===== src/rtl/mdu_if.sv =====
// mdu_if: E-stage <-> multiply/divide unit bundle.
// master = pipeline side, slave = mdu_ctrl side.
interface mdu_if;
  logic        start;
  logic [2:0]  op;
  logic [31:0] rs_val;
  logic [31:0] rt_val;
  logic        mf_req;
  logic        flush;
  logic        busy;
  logic        stall;
  logic [31:0] hi;
  logic [31:0] lo;

  modport master (
    output start, op, rs_val, rt_val,
    output mf_req, flush,
    input  busy, stall, hi, lo
  );

  modport slave (
    input  start, op, rs_val, rt_val,
    input  mf_req, flush,
    output busy, stall, hi, lo
  );
endinterface


===== src/rtl/mdu_ctrl.sv =====
// mdu_ctrl: MULT/DIV sequencer and HI/LO owner.
// Define MDU_DIV_EN to build the divider (DIV/SIGN states).
module mdu_ctrl #(
  parameter int unsigned MUL_CYCLES = 5
) (
  input logic  clk,
  input logic  rst,
  mdu_if.slave bus
);

  typedef enum logic [1:0] {
    S_IDLE,
    S_MUL
`ifdef MDU_DIV_EN
    , S_DIV,
    S_SIGN
`endif
  } state_t;

  state_t      r_state;
  logic        r_busy;
  logic [4:0]  r_cnt;
  logic [31:0] r_hi;
  logic [31:0] r_lo;
  logic [31:0] r_a;
  logic [31:0] r_b;
  logic        r_sgn;

  logic        w_accept;
  logic        w_op_mul;
  logic        w_op_mthi;
  logic        w_op_mtlo;
  logic [63:0] w_pa;
  logic [63:0] w_pb;
  logic [63:0] w_prod;

  assign w_accept  = (r_state == S_IDLE) & bus.start & ~bus.flush;
  assign w_op_mul  = (bus.op[2:1] == 2'b00);
  assign w_op_mthi = (bus.op == 3'b100);
  assign w_op_mtlo = (bus.op == 3'b101);

  // Sign-extend for MULT; low 64 bits of the product are then exact
  assign w_pa   = {{32{r_sgn & r_a[31]}}, r_a};
  assign w_pb   = {{32{r_sgn & r_b[31]}}, r_b};
  assign w_prod = w_pa * w_pb;

`ifdef MDU_DIV_EN
  logic [31:0] r_q;
  logic [31:0] r_rem;
  logic [31:0] r_dvs;
  logic [31:0] r_rsv;
  logic        r_sa;
  logic        r_sb;
  logic        r_dz;

  logic        w_op_div;
  logic        w_sa;
  logic        w_sb;
  logic [32:0] w_rsh;
  logic [32:0] w_dif;

  assign w_op_div = (bus.op[2:1] == 2'b01);
  assign w_sa     = ~bus.op[0] & bus.rs_val[31];
  assign w_sb     = ~bus.op[0] & bus.rt_val[31];
  // One restoring step: shift next dividend bit in, try subtract
  assign w_rsh    = {r_rem, r_q[31]};
  assign w_dif    = w_rsh - {1'b0, r_dvs};
`endif

  assign bus.busy  = r_busy;
  assign bus.stall = r_busy & (bus.start | bus.mf_req);
  assign bus.hi    = r_hi;
  assign bus.lo    = r_lo;

  // Sequencer FSM with HI/LO and operand registers
  always_ff @(posedge clk) begin
    if (rst) begin
      r_state <= S_IDLE;
      r_busy  <= 1'b0;
      r_cnt   <= 5'd0;
      r_hi    <= 32'd0;
      r_lo    <= 32'd0;
      r_a     <= 32'd0;
      r_b     <= 32'd0;
      r_sgn   <= 1'b0;
`ifdef MDU_DIV_EN
      r_q     <= 32'd0;
      r_rem   <= 32'd0;
      r_dvs   <= 32'd0;
      r_rsv   <= 32'd0;
      r_sa    <= 1'b0;
      r_sb    <= 1'b0;
      r_dz    <= 1'b0;
`endif
    end else begin
      unique case (r_state)
        S_IDLE: begin
          if (w_accept) begin
            unique case (1'b1)
              w_op_mul: begin
                r_a     <= bus.rs_val;
                r_b     <= bus.rt_val;
                r_sgn   <= ~bus.op[0];
                r_cnt   <= 5'(MUL_CYCLES - 1);
                r_state <= S_MUL;
                r_busy  <= 1'b1;
              end
`ifdef MDU_DIV_EN
              w_op_div: begin
                r_q     <= w_sa ? -bus.rs_val : bus.rs_val;
                r_dvs   <= w_sb ? -bus.rt_val : bus.rt_val;
                r_rem   <= 32'd0;
                r_rsv   <= bus.rs_val;
                r_sa    <= w_sa;
                r_sb    <= w_sb;
                r_dz    <= (bus.rt_val == 32'd0);
                r_cnt   <= 5'd31;
                r_state <= S_DIV;
                r_busy  <= 1'b1;
              end
`endif
              w_op_mthi: r_hi <= bus.rs_val;
              w_op_mtlo: r_lo <= bus.rs_val;
              default: ;
            endcase
          end
        end
        S_MUL: begin
          if (bus.flush) begin
            r_state <= S_IDLE;
            r_busy  <= 1'b0;
          end else if (r_cnt == 5'd0) begin
            {r_hi, r_lo} <= w_prod;
            r_state      <= S_IDLE;
            r_busy       <= 1'b0;
          end else begin
            r_cnt <= r_cnt - 5'd1;
          end
        end
`ifdef MDU_DIV_EN
        S_DIV: begin
          if (bus.flush) begin
            r_state <= S_IDLE;
            r_busy  <= 1'b0;
          end else begin
            r_rem <= w_dif[32] ? w_rsh[31:0] : w_dif[31:0];
            r_q   <= {r_q[30:0], ~w_dif[32]};
            if (r_cnt == 5'd0) r_state <= S_SIGN;
            else r_cnt <= r_cnt - 5'd1;
          end
        end
        S_SIGN: begin
          if (!bus.flush) begin
            if (r_dz) begin
              r_lo <= 32'hFFFF_FFFF;
              r_hi <= r_rsv;
            end else begin
              r_lo <= (r_sa ^ r_sb) ? -r_q : r_q;
              r_hi <= r_sa ? -r_rem : r_rem;
            end
          end
          r_state <= S_IDLE;
          r_busy  <= 1'b0;
        end
`endif
        default: begin
          r_state <= S_IDLE;
          r_busy  <= 1'b0;
        end
      endcase
    end
  end

endmodule


===== src/flat_wrapper.sv =====
// flat-port wrapper written by rule: the top's interface ports become plain ports
module mdu_ctrl_flat 
#(
  parameter int unsigned MUL_CYCLES = 5
)
  (clk, rst, bus_start, bus_op, bus_rs_val, bus_rt_val, bus_mf_req, bus_flush, bus_busy, bus_stall, bus_hi, bus_lo);
  mdu_if bus_i ();
  input logic clk;
  input logic rst;
  input wire logic [$bits(bus_i.start)-1:0] bus_start;
  input wire logic [$bits(bus_i.op)-1:0] bus_op;
  input wire logic [$bits(bus_i.rs_val)-1:0] bus_rs_val;
  input wire logic [$bits(bus_i.rt_val)-1:0] bus_rt_val;
  input wire logic [$bits(bus_i.mf_req)-1:0] bus_mf_req;
  input wire logic [$bits(bus_i.flush)-1:0] bus_flush;
  output wire logic [$bits(bus_i.busy)-1:0] bus_busy;
  output wire logic [$bits(bus_i.stall)-1:0] bus_stall;
  output wire logic [$bits(bus_i.hi)-1:0] bus_hi;
  output wire logic [$bits(bus_i.lo)-1:0] bus_lo;
  assign bus_i.start = bus_start;
  assign bus_i.op = bus_op;
  assign bus_i.rs_val = bus_rs_val;
  assign bus_i.rt_val = bus_rt_val;
  assign bus_i.mf_req = bus_mf_req;
  assign bus_i.flush = bus_flush;
  assign bus_busy = bus_i.busy;
  assign bus_stall = bus_i.stall;
  assign bus_hi = bus_i.hi;
  assign bus_lo = bus_i.lo;
  mdu_ctrl #(.MUL_CYCLES(MUL_CYCLES)) u_core (.clk(clk), .rst(rst), .bus(bus_i));
endmodule

===== config.mk =====
export PLATFORM = sky130hd
export DESIGN_NAME = mdu_ctrl_flat
export DESIGN_NICKNAME = d
export VERILOG_FILES = /design/src/rtl/mdu_if.sv /design/src/rtl/mdu_ctrl.sv /design/src/flat_wrapper.sv
export SDC_FILE = /design/constraint.sdc
export NUM_CORES = 2
export LEC_CHECK = 0
export ABC_CLOCK_PERIOD_IN_PS = 14050
export CORE_ASPECT_RATIO = 1.4
export CORE_MARGIN = 2
export CORE_UTILIZATION = 40
export CTS_CLUSTER_SIZE = 28
export DETAILED_ROUTE_END_ITERATION = 8
export SLEW_MARGIN = 40
export SYNTH_ARGS = -nofsm -noshare
export SYNTH_HDL_FRONTEND = slang
export SYNTH_SLANG_ARGS = --single-unit

===== constraint.sdc =====
create_clock -name clk -period 14.05 [get_ports clk]
set_clock_uncertainty 0.15 [all_clocks]
set_input_delay 1.405 -clock clk [delete_from_list [all_inputs] [get_ports clk]]
set_output_delay 1.405 -clock clk [all_outputs]
set_load 0.02 [all_outputs]

# Word level (Yosys, flattened, before mapping)
# Index checks and enable logic that the tools add are counted.
# word_totals
wordCells,63
output_inout_bits,66
inputBits,72
ff_bits,137
# classes
mux,25
reduce_logical,9
bitwise,8
eq_ne,11
add_sub_neg,1
mul,1
# ops
op,count
$mux W32,8
$pmux W32 S2,2
$mul A33 B33 Y64,1
$mux W5,4
$reduce_and A5 Y1,3
$ne A2 B1 Y1 const B,5
$pmux W5 S2,1
$mux W2,4
$eq A3 B3 Y1 const B,2
$reduce_and A3 Y1,2
$and A1 B1 Y1,5
$logic_not A5 Y1,1
$sub A5 B1 Y5 const B,1
$logic_not A2 Y1,2
$mux W1,4
$ne A2 B2 Y1 const B,2
$pmux W2 S2,1
$ne A3 B2 Y1 const B,1
$eq A2 B1 Y1 const B,1
$not A1 Y1,2
$pmux W1 S2,1
$reduce_bool A2 Y1,1
$or A1 B1 Y1,1

# Longest topological paths before layout
# logic_depth
depth_word,5
mapped_depth,30
ltp_nobuf,27

# Worst setup path after synthesis
# No wires, ideal clock.
# synth_path
kind,reg-to-reg
startpoint,reg u_core.r_a[31]
endpoint,"reg u_core.r_hi[29], in the netlist u_core.bus.hi[29]"
stages_incl_launch_ff,28
setup_time_ns,0.116
t_arrival_ns,7.737
required_ns,13.784
n_path_buf,2
path_slack_ns,6.047
period_less_slack_ns,8.003
cell_sequence,dfxtp_1 clkbuf_1 and2_1 clkbuf_1 nand2_1 inv_1 fa_1 inv_1 fa_1 inv_1 fa_1 fa_1 inv_1 fa_1 inv_1 fa_1 inv_1 fa_1 fa_1 inv_1 ha_1 and3_1 nand3_1 or4_1 o21ai_0 o21ai_0 a21o_1 a41o_1
# synth_via
elab_chain_len,5
# synth_lines
item,line_no,source
start: declaration,mdu_ctrl.sv:25,logic [31:0] r_a;
start signal: assignment,mdu_ctrl.sv:101,r_a <= bus.rs_val;
$and A1 B1 Y1,mdu_ctrl.sv:43,"assign w_pa = {{32{r_sgn & r_a[31]}}, r_a};"
$mul A33 B33 Y64 *,mdu_ctrl.sv:45,assign w_prod = w_pa * w_pb;
$mux W32 *,mdu_ctrl.sv:132,end else if (r_cnt == 5'd0) begin
$mux W32 *,mdu_ctrl.sv:129,if (bus.flush) begin
$pmux W32 S2 *,mdu_ctrl.sv:96,unique case (r_state)
end signal: assignment,mdu_ctrl.sv:122,w_op_mthi: r_hi <= bus.rs_val;
end signal: assignment,mdu_ctrl.sv:133,"{r_hi, r_lo} <= w_prod;"
end: declaration,mdu_ctrl.sv:23,logic [31:0] r_hi;
# Every way passes the cells marked *; elsewhere a longest branch is shown, timed or not. The select of a mux whose other input is x is not followed.
# A chain may end at the register's enable or synchronous reset.

# Worst setup path after layout
# layout_path
startpoint,reg u_core.r_sgn
endpoint,"reg u_core.r_hi[29], in the netlist u_core.bus.hi[29]"
# layout_via
elab_chain_len,5
elab_cells_between_ends,6
classes_between,1 x mul; 3 x mux; 2 x bitwise
# layout_lines
item,line_no,source
start: declaration,mdu_ctrl.sv:27,logic r_sgn;
start signal: assignment,mdu_ctrl.sv:103,r_sgn <= ~bus.op[0];
"$and A1 B1 Y1, on equally long branches","mdu_ctrl.sv:43, mdu_ctrl.sv:44",
$mul A33 B33 Y64 *,mdu_ctrl.sv:45,
$mux W32 *,mdu_ctrl.sv:132,
$mux W32 *,mdu_ctrl.sv:129,
$pmux W32 S2 *,mdu_ctrl.sv:96,
# Marked as above.

==> summary.md <==
| Metric | Value |
|---|---|
| Sequential fraction of the synthesis area | `6.22%` |
| Final setup vio count | `0` |
| Fin crit period | `9.66 ns` |
| Met3 wire len | `4390 um` |
| Commonest cells post-synth | `fa_1 (1125), inv_1 (1111), nand2_1 (882)` |
| PnR worst setup slack | `4.39 ns` |
| Starting Density | `40.2%` |
| Endpoint class of the critical path | `flop` |
| Drc violations | `0` |
| Yosys Warn Count | `0` |
| Pre-CTS WS | `4.50 ns` |
| Sw frac | `32.1%` |
| DRT iter0 DRCs | `1757` |
| IO Pins | `138` |
| Synth top area share | `51.9%` |
| Hpwl dp | `103000 um` |
| Postcts setup bufs | `0` |
| Gate power share | `17.1%` |
| WP data required | `14.27 ns` |
| WL/cell | `20.2 um` |
| Final net count | `6205` |
| DR vias/cell | `5.17` |
| CP arrival | `9.88 ns` |
| Worst-path fanout max | `22` |
| Row cnt | `143` |
| Fmax | `0.103 GHz` |
| P_int | `0.749 mW` |
| First-pass GRT wire length | `201000 um` |
| Core area | `0.108 mm^2` |
| Status | `finished clean` |
| CTS tree | `done` |
| Max Root-Sink Buffers | `2` |
| Clk root buf | `clkbuf_16` |
| Clk pwr share | `46.3%` |
| Worst-Skew Late Latency | `0.48 ns` |
| Max cap viols | `0` |
| Vias in the first global route | `35700` |
| Post-synth EDFFs | `0` |
| Library cells used by synthesis | `73` |
| Clock slew at reported path FFs | `0.07 ns` |
| Area contributors post-synth | `fa_1 (52%), inv_1 (9.6%), nand2_1 (7.6%)` |
| Crit-path most repeated cell | `fa_1` |
| DRT Wirelength | `126000 um` |
| GP Congestion | `0.904` |
| Least-Margin Pin Slew | `0.905 ns` |
| RSZ-0062 raised after global routing | `no` |
| Worst vdd ir | `0.0932 mV` |
| Antenna cells | `0` |
| Normalized max-slew margin | `39.7%` |
| Max H-tree Level | `4` |
| First-pass DRT Iterations | `6` |
| Sw power | `0.355 mW` |
| Layout cells sized above 1 | `3.10%` |
| HP Class | `reg -> reg` |
| CP peak stage delay | `0.93 ns` |
| Buffers & Inverters on Critical Path | `7` |
| Register Area | `0.00273 mm^2` |
| Async SR Flop Fraction | `0%` |
| Critical Path Source Type | `flop` |
| # clock sinks | `135` |
| Synth area leader | `fa_1` |
| Resized cells post-CTS | `0` |
| Die H | `394 um` |
| Initial antenna violation count | `1` |
| GRT overflow | `0` |
| Cells after synthesis | `4861` |
| Gr usage total | `23.7%` |
| Flop pwr share | `36.6%` |
| Pin count of the biggest net entering global routing | `77` |
| DRT antenna net count | `0` |
| Area occupied by multi-input gates | `0.0354 mm^2` |
| Die X | `282 um` |
| IO Port Bufs | `137` |
| CTS buffer count | `17` |
| M1 WL | `44300 um` |
| Post-synth top flop | `dfxtp_1` |
| Total number of vias | `32400` |
| Power density over the cells | `23.7 mW/mm^2` |
| Die footprint | `0.111 mm^2` |
| Setup CP Type | `reg -> reg` |
| # fillers | `10900` |
| Met2 WL | `70200 um` |
| Slowest cell on the critical path | `fa_1` |
| Highest Signal Layer | `met4` |
| Crit share post-route | `68.8%` |
| Hold buffer count at cts | `0` |
| Yosys reg bits | `135` |
| Top Family by Delay on Critical Path | `adder cells` |
| Pleak | `22.5 nW` |
| Dominant cell by count in the synthesized netlist | `fa_1` |
| Slew Limit Fails | `0` |
| Setup TNS | `0 ns` |
| Final Hold Vio Count | `0` |
| Mean Syn Cell Area | `8.93 um^2` |
| Synth Net Count | `6272` |
| Layout area overhead | `7.51%` |
| Mapped cell area | `0.0434 mm^2` |
## power by group through the flow
stage	clock network, mW	logic (mW)	registers (mW)
after floorplan	0	0.0926	0.413
after global placement	0	0.185	0.413
after detailed placement	0	0.188	0.413
after CTS	0.514	0.189	0.404
after global routing	0.532	0.201	0.405
final	0.512	0.189	0.404
## state kept, by name, indices dropped and copies added, names as in the netlist
signal,cells
u_core.bus.hi,32
u_core.bus.lo,32
u_core.r_a,32
u_core.r_b,32
u_core.r_cnt,5
u_core.r_sgn,1
u_core.r_state,1
## metrics by stage
step	util [%]	hold WS, ns	instances	cell area, um^2	total power, mW
2_1_floorplan	-	0.327	4861	43400	0.506
3_3_place_gp	42.6	0.292	6223	46000	0.598
3_5_place_dp	42.6	0.297	6225	46000	0.600
4_1_cts	43.2	0.305	6257	46700	1.11
5_1_grt	43.2	0.325	6257	46700	1.14
6_report	43.2	0.304	6257	46700	1.10
## routing by layer
layer | vias to the layer above | GRT usage [%]
li1 | 14000 | -
met1 | 17200 | 26.6
met2 | 849 | 44.6
met3 | 322 | 1.75
met4 | 0 | 11.8
met5 | - | 0
## final timing paths
path,depth (start not counted),slack (ns),startpoint,to
min reg2reg,2,0.30,u_core.r_b[4],u_core.r_b[4]
max,26,4.39,u_core.r_sgn,u_core.bus.hi[29]
min,2,0.30,u_core.r_b[4],u_core.r_b[4]
max reg2reg,26,4.39,u_core.r_sgn,u_core.bus.hi[29]
## logic make-up (layout without fill, tap and decap cells)
| family | after synthesis | after routing | share of synthesized area, % |
|---|---|---|---|
| simple gates | 1519 | 1519 | 16.0 |
| buf+inv | 1405 | 1351 | 12.3 |
| fa+ha+maj | 1339 | 1339 | 58.0 |
| compound gates | 376 | 376 | 5.63 |
| flops | 135 | 135 | 6.22 |
| xor+xnor | 68 | 68 | 1.37 |
| mux | 19 | 19 | 0.452 |
## layout by cell type (no fill, tap or decap), types with 10 or more instances in the layout
master,n
a211oi_1,42
buf_4,67
nor2b_1,15
fa_1,1124
nor2_1,131
or3_1,10
xor2_1,21
nand4_1,19
nand3_1,20
a21oi_1,150
o21ai_0,44
inv_1,1110
and3_1,28
o21bai_1,10
nor3_1,25
clkbuf_16,17
clkdlybuf4s50_1,136
xnor2_1,47
dfxtp_1,123
a21o_1,46
or2_2,10
nand2_1,882
mux2i_1,17
a311oi_1,11
and2_1,360
a31oi_1,18
ha_1,214
## worst reg2reg max path: cells and delay by family, from the launching register on
kind | cells | cell delay, ns
adders and majority gates | 9 | 4.80
AOI/OAI and AO/OA | 4 | 1.00
and+or+nand+nor | 6 | 1.69
buffers and inverters | 7 | 1.09
DFF | 1 | 0.81
## area by class of cell
cell class | count | area share, %
clock buffers | 19 | 0.970
flip-flops and latches | 135 | 5.84
multi-input cells | 3321 | 75.8
well taps | 1450 | 3.89
inverters | 1111 | 8.93
clock inverters | 13 | 0.386
repair buffers | 208 | 4.15
Note: power is estimated with default switching activity, not from simulation.
